## config.mk

```make
export PLATFORM = sky130hd
export DESIGN_NAME = fetch_stage
export DESIGN_NICKNAME = d
export VERILOG_FILES = /design/src/rtl/fetch_stage.sv
export SDC_FILE = /design/constraint.sdc
export NUM_CORES = 1
export LEC_CHECK = 0
export ABC_AREA = 1
export CORE_ASPECT_RATIO = 0.7
export CORE_UTILIZATION = 35
export DETAILED_ROUTE_END_ITERATION = 10
export PLACE_DENSITY = 0.58
export SETUP_SLACK_MARGIN = 0.02
export SYNTH_ARGS = -nofsm -noshare
export SYNTH_HDL_FRONTEND = slang
export SYNTH_SLANG_ARGS = --single-unit
```

## constraint.sdc

```tcl
create_clock -name clk -period 2.38 [get_ports clk]
set_input_delay 0.238 -clock clk [delete_from_list [all_inputs] [get_ports clk]]
set_output_delay 0.238 -clock clk [all_outputs]
set_load 0.005 [all_outputs]
```

## src/rtl/fetch_stage.sv

```systemverilog
// Instruction fetch stage: owns the PC, issues word reads over req/ack and
// buffers returned instructions with their addresses in a 2-entry queue toward decode.
module fetch_stage #(
  parameter int ADDR_W = 16,
  parameter int INSTR_W = 16,
  parameter logic [ADDR_W-1:0] RESET_PC = '0
) (
  input  logic               clk,
  input  logic               reset,
  input  logic               enable_pc_external,
  input  logic               stall_in,
  input  logic               branch_valid,
  input  logic [ADDR_W-1:0]  branch_target,
  output logic               imem_req,
  output logic [ADDR_W-1:0]  imem_addr,
  input  logic               imem_ack,
  input  logic [INSTR_W-1:0] imem_rdata,
  output logic               out_valid,
  output logic [INSTR_W-1:0] out_instr,
  output logic [ADDR_W-1:0]  out_pc
);

  // Handshakes: imem_req/imem_addr are held until the edge where imem_ack=1;
  // decode takes the head at any edge where out_valid=1 and stall_in=0.
  typedef enum logic [1:0] {IDLE, REQ, DROP} state_t;

  state_t              state;
  logic [ADDR_W-1:0]   pc;
  logic                tail_valid;
  logic [INSTR_W-1:0]  tail_instr;
  logic [ADDR_W-1:0]   tail_pc;

  logic                pop;
  logic                push;
  logic                free;
  logic                issue;
  logic [1:0]          count;
  logic [1:0]          post_count;
  logic [ADDR_W-1:0]   fetch_base;

  always_comb begin
    pop        = out_valid && !stall_in;
    push       = imem_ack && (state == REQ) && !branch_valid;
    free       = (state == IDLE) || imem_ack;
    count      = {1'b0, out_valid} + {1'b0, tail_valid};
    post_count = '0;
    if (!branch_valid)
      post_count = count + {1'b0, push} - {1'b0, pop};
    // A redirect applies to a request issued on the same edge.
    fetch_base = branch_valid ? branch_target : pc;
    issue      = enable_pc_external && free && (post_count <= 2'd1);
  end

  always_ff @(posedge clk) begin
    if (reset) begin
      state      <= IDLE;
      pc         <= RESET_PC;
      imem_req   <= 1'b0;
      imem_addr  <= '0;
      out_valid  <= 1'b0;
      out_instr  <= '0;
      out_pc     <= '0;
      tail_valid <= 1'b0;
      tail_instr <= '0;
      tail_pc    <= '0;
    end else begin
      // Queue: out_* is the head entry, tail_* the second entry.
      if (branch_valid) begin
        out_valid  <= 1'b0;
        tail_valid <= 1'b0;
      end else if (pop && push) begin
        if (tail_valid) begin
          out_instr  <= tail_instr;
          out_pc     <= tail_pc;
          tail_instr <= imem_rdata;
          tail_pc    <= imem_addr;
        end else begin
          out_instr <= imem_rdata;
          out_pc    <= imem_addr;
        end
      end else if (pop) begin
        out_valid  <= tail_valid;
        tail_valid <= 1'b0;
        if (tail_valid) begin
          out_instr <= tail_instr;
          out_pc    <= tail_pc;
        end
      end else if (push) begin
        if (!out_valid) begin
          out_valid <= 1'b1;
          out_instr <= imem_rdata;
          out_pc    <= imem_addr;
        end else begin
          tail_valid <= 1'b1;
          tail_instr <= imem_rdata;
          tail_pc    <= imem_addr;
        end
      end

      // Request control: an in-flight read is never aborted, only marked DROP.
      if (issue) begin
        imem_req  <= 1'b1;
        imem_addr <= fetch_base;
        pc        <= fetch_base + ADDR_W'(1);
        state     <= REQ;
      end else begin
        pc <= fetch_base;
        if (free) begin
          imem_req <= 1'b0;
          state    <= IDLE;
        end else if (branch_valid) begin
          state <= DROP;
        end
      end
    end
  end

endmodule

```

==> reports/results.tsv <==
metric	value	unit
initial core utilization	0.363	
Worst Path Max Fanout	15	
post-synthesis register bit count	101	
busiest layer in global routing	met2	
worst reg-to-reg setup slack	0.23	ns
Critical Path Source Type	input port	
TritonCTS clock tree	yes	
most frequent cells after synthesis	a21oi_1, nand2_1, o21ai_0	
Post-DRT Antenna Nets	0	
worst vdd rail ir drop	0.000372	V
total wire length	14.8	mm
status	completed	
root buffer cell	clkbuf_16	
Crit path required time	2.66	ns
Post-Syn Instances	742	
first-pass detailed-route iteration total	5	
Synth warnings	0	
most instantiated library cell after synthesis	a21oi_1	
maximum clock path buffer count	2	
vias post-DR	5180	
R2R Path End	pc[10]	
ys async rst share	0	
Arr. time, crit path	2.46	ns
post-synthesis net count	788	
Clock Sinks	101	
post-CTS setup repair buffer count	0	
Clock Pin Slew Worst Setup and Hold Paths	0.07	ns
GP Congestion	0.842	
routed wire length per instance	14.5	microns
initial antenna violation count	0	
post-route worst setup slack	0.201	ns
die area	15100	sq um
CP max-delay cell	clkdlybuf4s50_1	
Yosys cell types	32	
pin count of the biggest net entering global routing	66	
I/O pin cnt	88	
predominant post-synthesis flop cell	dfxtp_1	
vias per cell	5.07	
first-pass GRT wire length	24.0	mm
switching power share of the total	0.252	
P_leak	2.69	nW
Synth Cell Area	5100	sq um
Clk network pwr share	0.398	
reg2reg start	out_valid	
Die Height	103	microns
Net Sw Power	938	uW
final hold vios	0	
Seq pwr share	0.477	
fmax	459	MHz
Worst Setup Path Type	in2reg	
Max Clock Skew	0.00570	ns
Post-synth EDFFs	0	
H-tree levels	3	
Max stage delay on crit path	0.45	ns
met3 usage	0.0367	
Setup Viol. Count Final	0	
Max-Slew Margin vs Limit	0.573	
I/O Buffers	87	
Avg Inst Size Synth	6.87	sq um
n_diodes	0	
Fill cells	1416	
hold path start	out_instr[2]	
FF-to-FF path depth	15	
# DRC	0	
total gr overflow	0	
Worst Setup End Kind	register	
Gate power share	0.125	
chip width	146	microns
Pwr Density	561	nW/um^2
Tcrit/Tclk final	0.916	
Synth area leader	dfxtp_1	
HP Class	reg2reg	
Post-DP HPWL	9.94	mm
Core ar.	14100	sq um
row count	36	
internal power	2.79	mW
Tot GR Track Use	0.199	
met1 global-route usage	0.269	
area grow syn2layout	30.4	%
post-synth top area share	0.397	
Starting DRT DRC Count	295	
RSZ-0062 raised after global routing	no	
Hold Path Depth	2	
CP dominant cell by count	nand2_1	
Seq/Total Area, Yosys	0.397	
max_cap viols	0	
Worst Max-Slew Pin Slew	0.641	ns
Tot Pwr	3.72	mW
hold endpoint	out_instr[2]	
CTS resizes	0	
Pins Over Slew Limit	0	
Setup WS pre-CTS	-0.161	ns
Final Util	0.473	
min cycle time layout	2.18	ns
layout cells sized above 1	0.0938	
# hold bufs at CTS	0	
setup TNS	0	ns
CTS buffer count	9	
Final Net Count	873	
synth top area cells	dfxtp_1, a21oi_1, o21ai_0	
met2 usage	0.332	
vias in the first global route	4823	
worst skew pair latency	0.34	ns
worst path cell trace	clkdlybuf4s50_1, inv_1, nand2_1, clkinv_2, ha_1, inv_1, ha_1, nand2_1, nand3_1, nand3_1, nand2_2, buf_12, nor2_4, nand2_2, nand2_1, nand2_1, nor2_1	
[layout by cell type (no fill, tap or decap), types with 7 or more instances in the layout]
master,n
a21oi_1,136
buf_12,7
buf_4,28
clkbuf_16,9
clkdlybuf4s50_1,86
dfxtp_1,100
ha_1,8
inv_1,69
nand2_1,117
nand2_2,12
nand3_1,9
nor2_1,66
o21ai_0,115
o21bai_1,32
[cells by family (layout without fill, tap and decap cells)]
logic type,after synthesis,after routing,synth area share
flip-flops,101,101,0.397
AO/OA/AOI/OAI,294,294,0.310
buffers and inverters,121,211,0.0950
adder cells (fa/ha/maj),8,8,0.0196
AND/OR/NAND/NOR,218,218,0.179
[worst max path at each step]
stage,depth (start not counted),slack [ns],end,from
after floorplan,14,0.05,state[0],out_valid
after global placement,17,-0.1,pc[10],stall_in
after detailed placement,18,-0.16,pc[10],stall_in
after CTS,17,0.21,pc[10],stall_in
after global routing,16,0.05,pc[10],out_valid
final,17,0.20,pc[10],stall_in
[flip-flops by register name (all words and copies together), names as in the netlist]
name / cells
tail_pc: 16
out_instr: 16
tail_valid: 1
out_pc: 16
state: 2
out_valid: 1
pc: 16
tail_instr: 16
imem_req: 1
imem_addr: 16
[final cells by class]
type / count / area (sq um) / area share
Timing Repair Buffer: 122 / 1220 / 0.183
Multi-Input combinational cell: 520 / 2600 / 0.391
Inverter: 73 / 275 / 0.0414
Sequential cell: 101 / 2020 / 0.304
Clock buffer: 11 / 233 / 0.0350
Clock inverter: 5 / 60.1 / 0.00904
Tap cell: 190 / 238 / 0.0358
[power groups by stage]
| stage | sequential (mW) | clock (mW) | combinational (mW) |
|---|---|---|---|
| after detailed placement | 1.82 | 0 | 0.465 |
| final | 1.78 | 1.48 | 0.466 |
| after global placement | 1.82 | 0 | 0.458 |
| after CTS | 1.78 | 1.52 | 0.469 |
| after floorplan | 1.81 | 0 | 0.225 |
| after global routing | 1.78 | 1.59 | 0.517 |
[metrics by stage]
stage	std cells	hold slack [ns]	cell area, sq um
final	1022	0.464	6650
after global routing	1022	0.485	6650
after CTS	1022	0.462	6650
after detailed placement	1006	0.453	6350
after global placement	1006	0.448	6350
after floorplan	742	0.317	5100
[worst max-delay path: cells and delay by family]
kind	cells	cell delay, ns
adder cells (fa/ha/maj)	2	0.53
AND/OR/NAND/NOR	10	0.92
buffers and inverters	5	0.78
[per-layer routing]
metal | share of wire | vias to the layer above
met5 | 0 | -
met4 | 0.0055 | 0
met3 | 0.053 | 7
met2 | 0.45 | 130
met1 | 0.49 | 2415
li1 | - | 2628
Note: power is estimated with default switching activity, not from simulation.
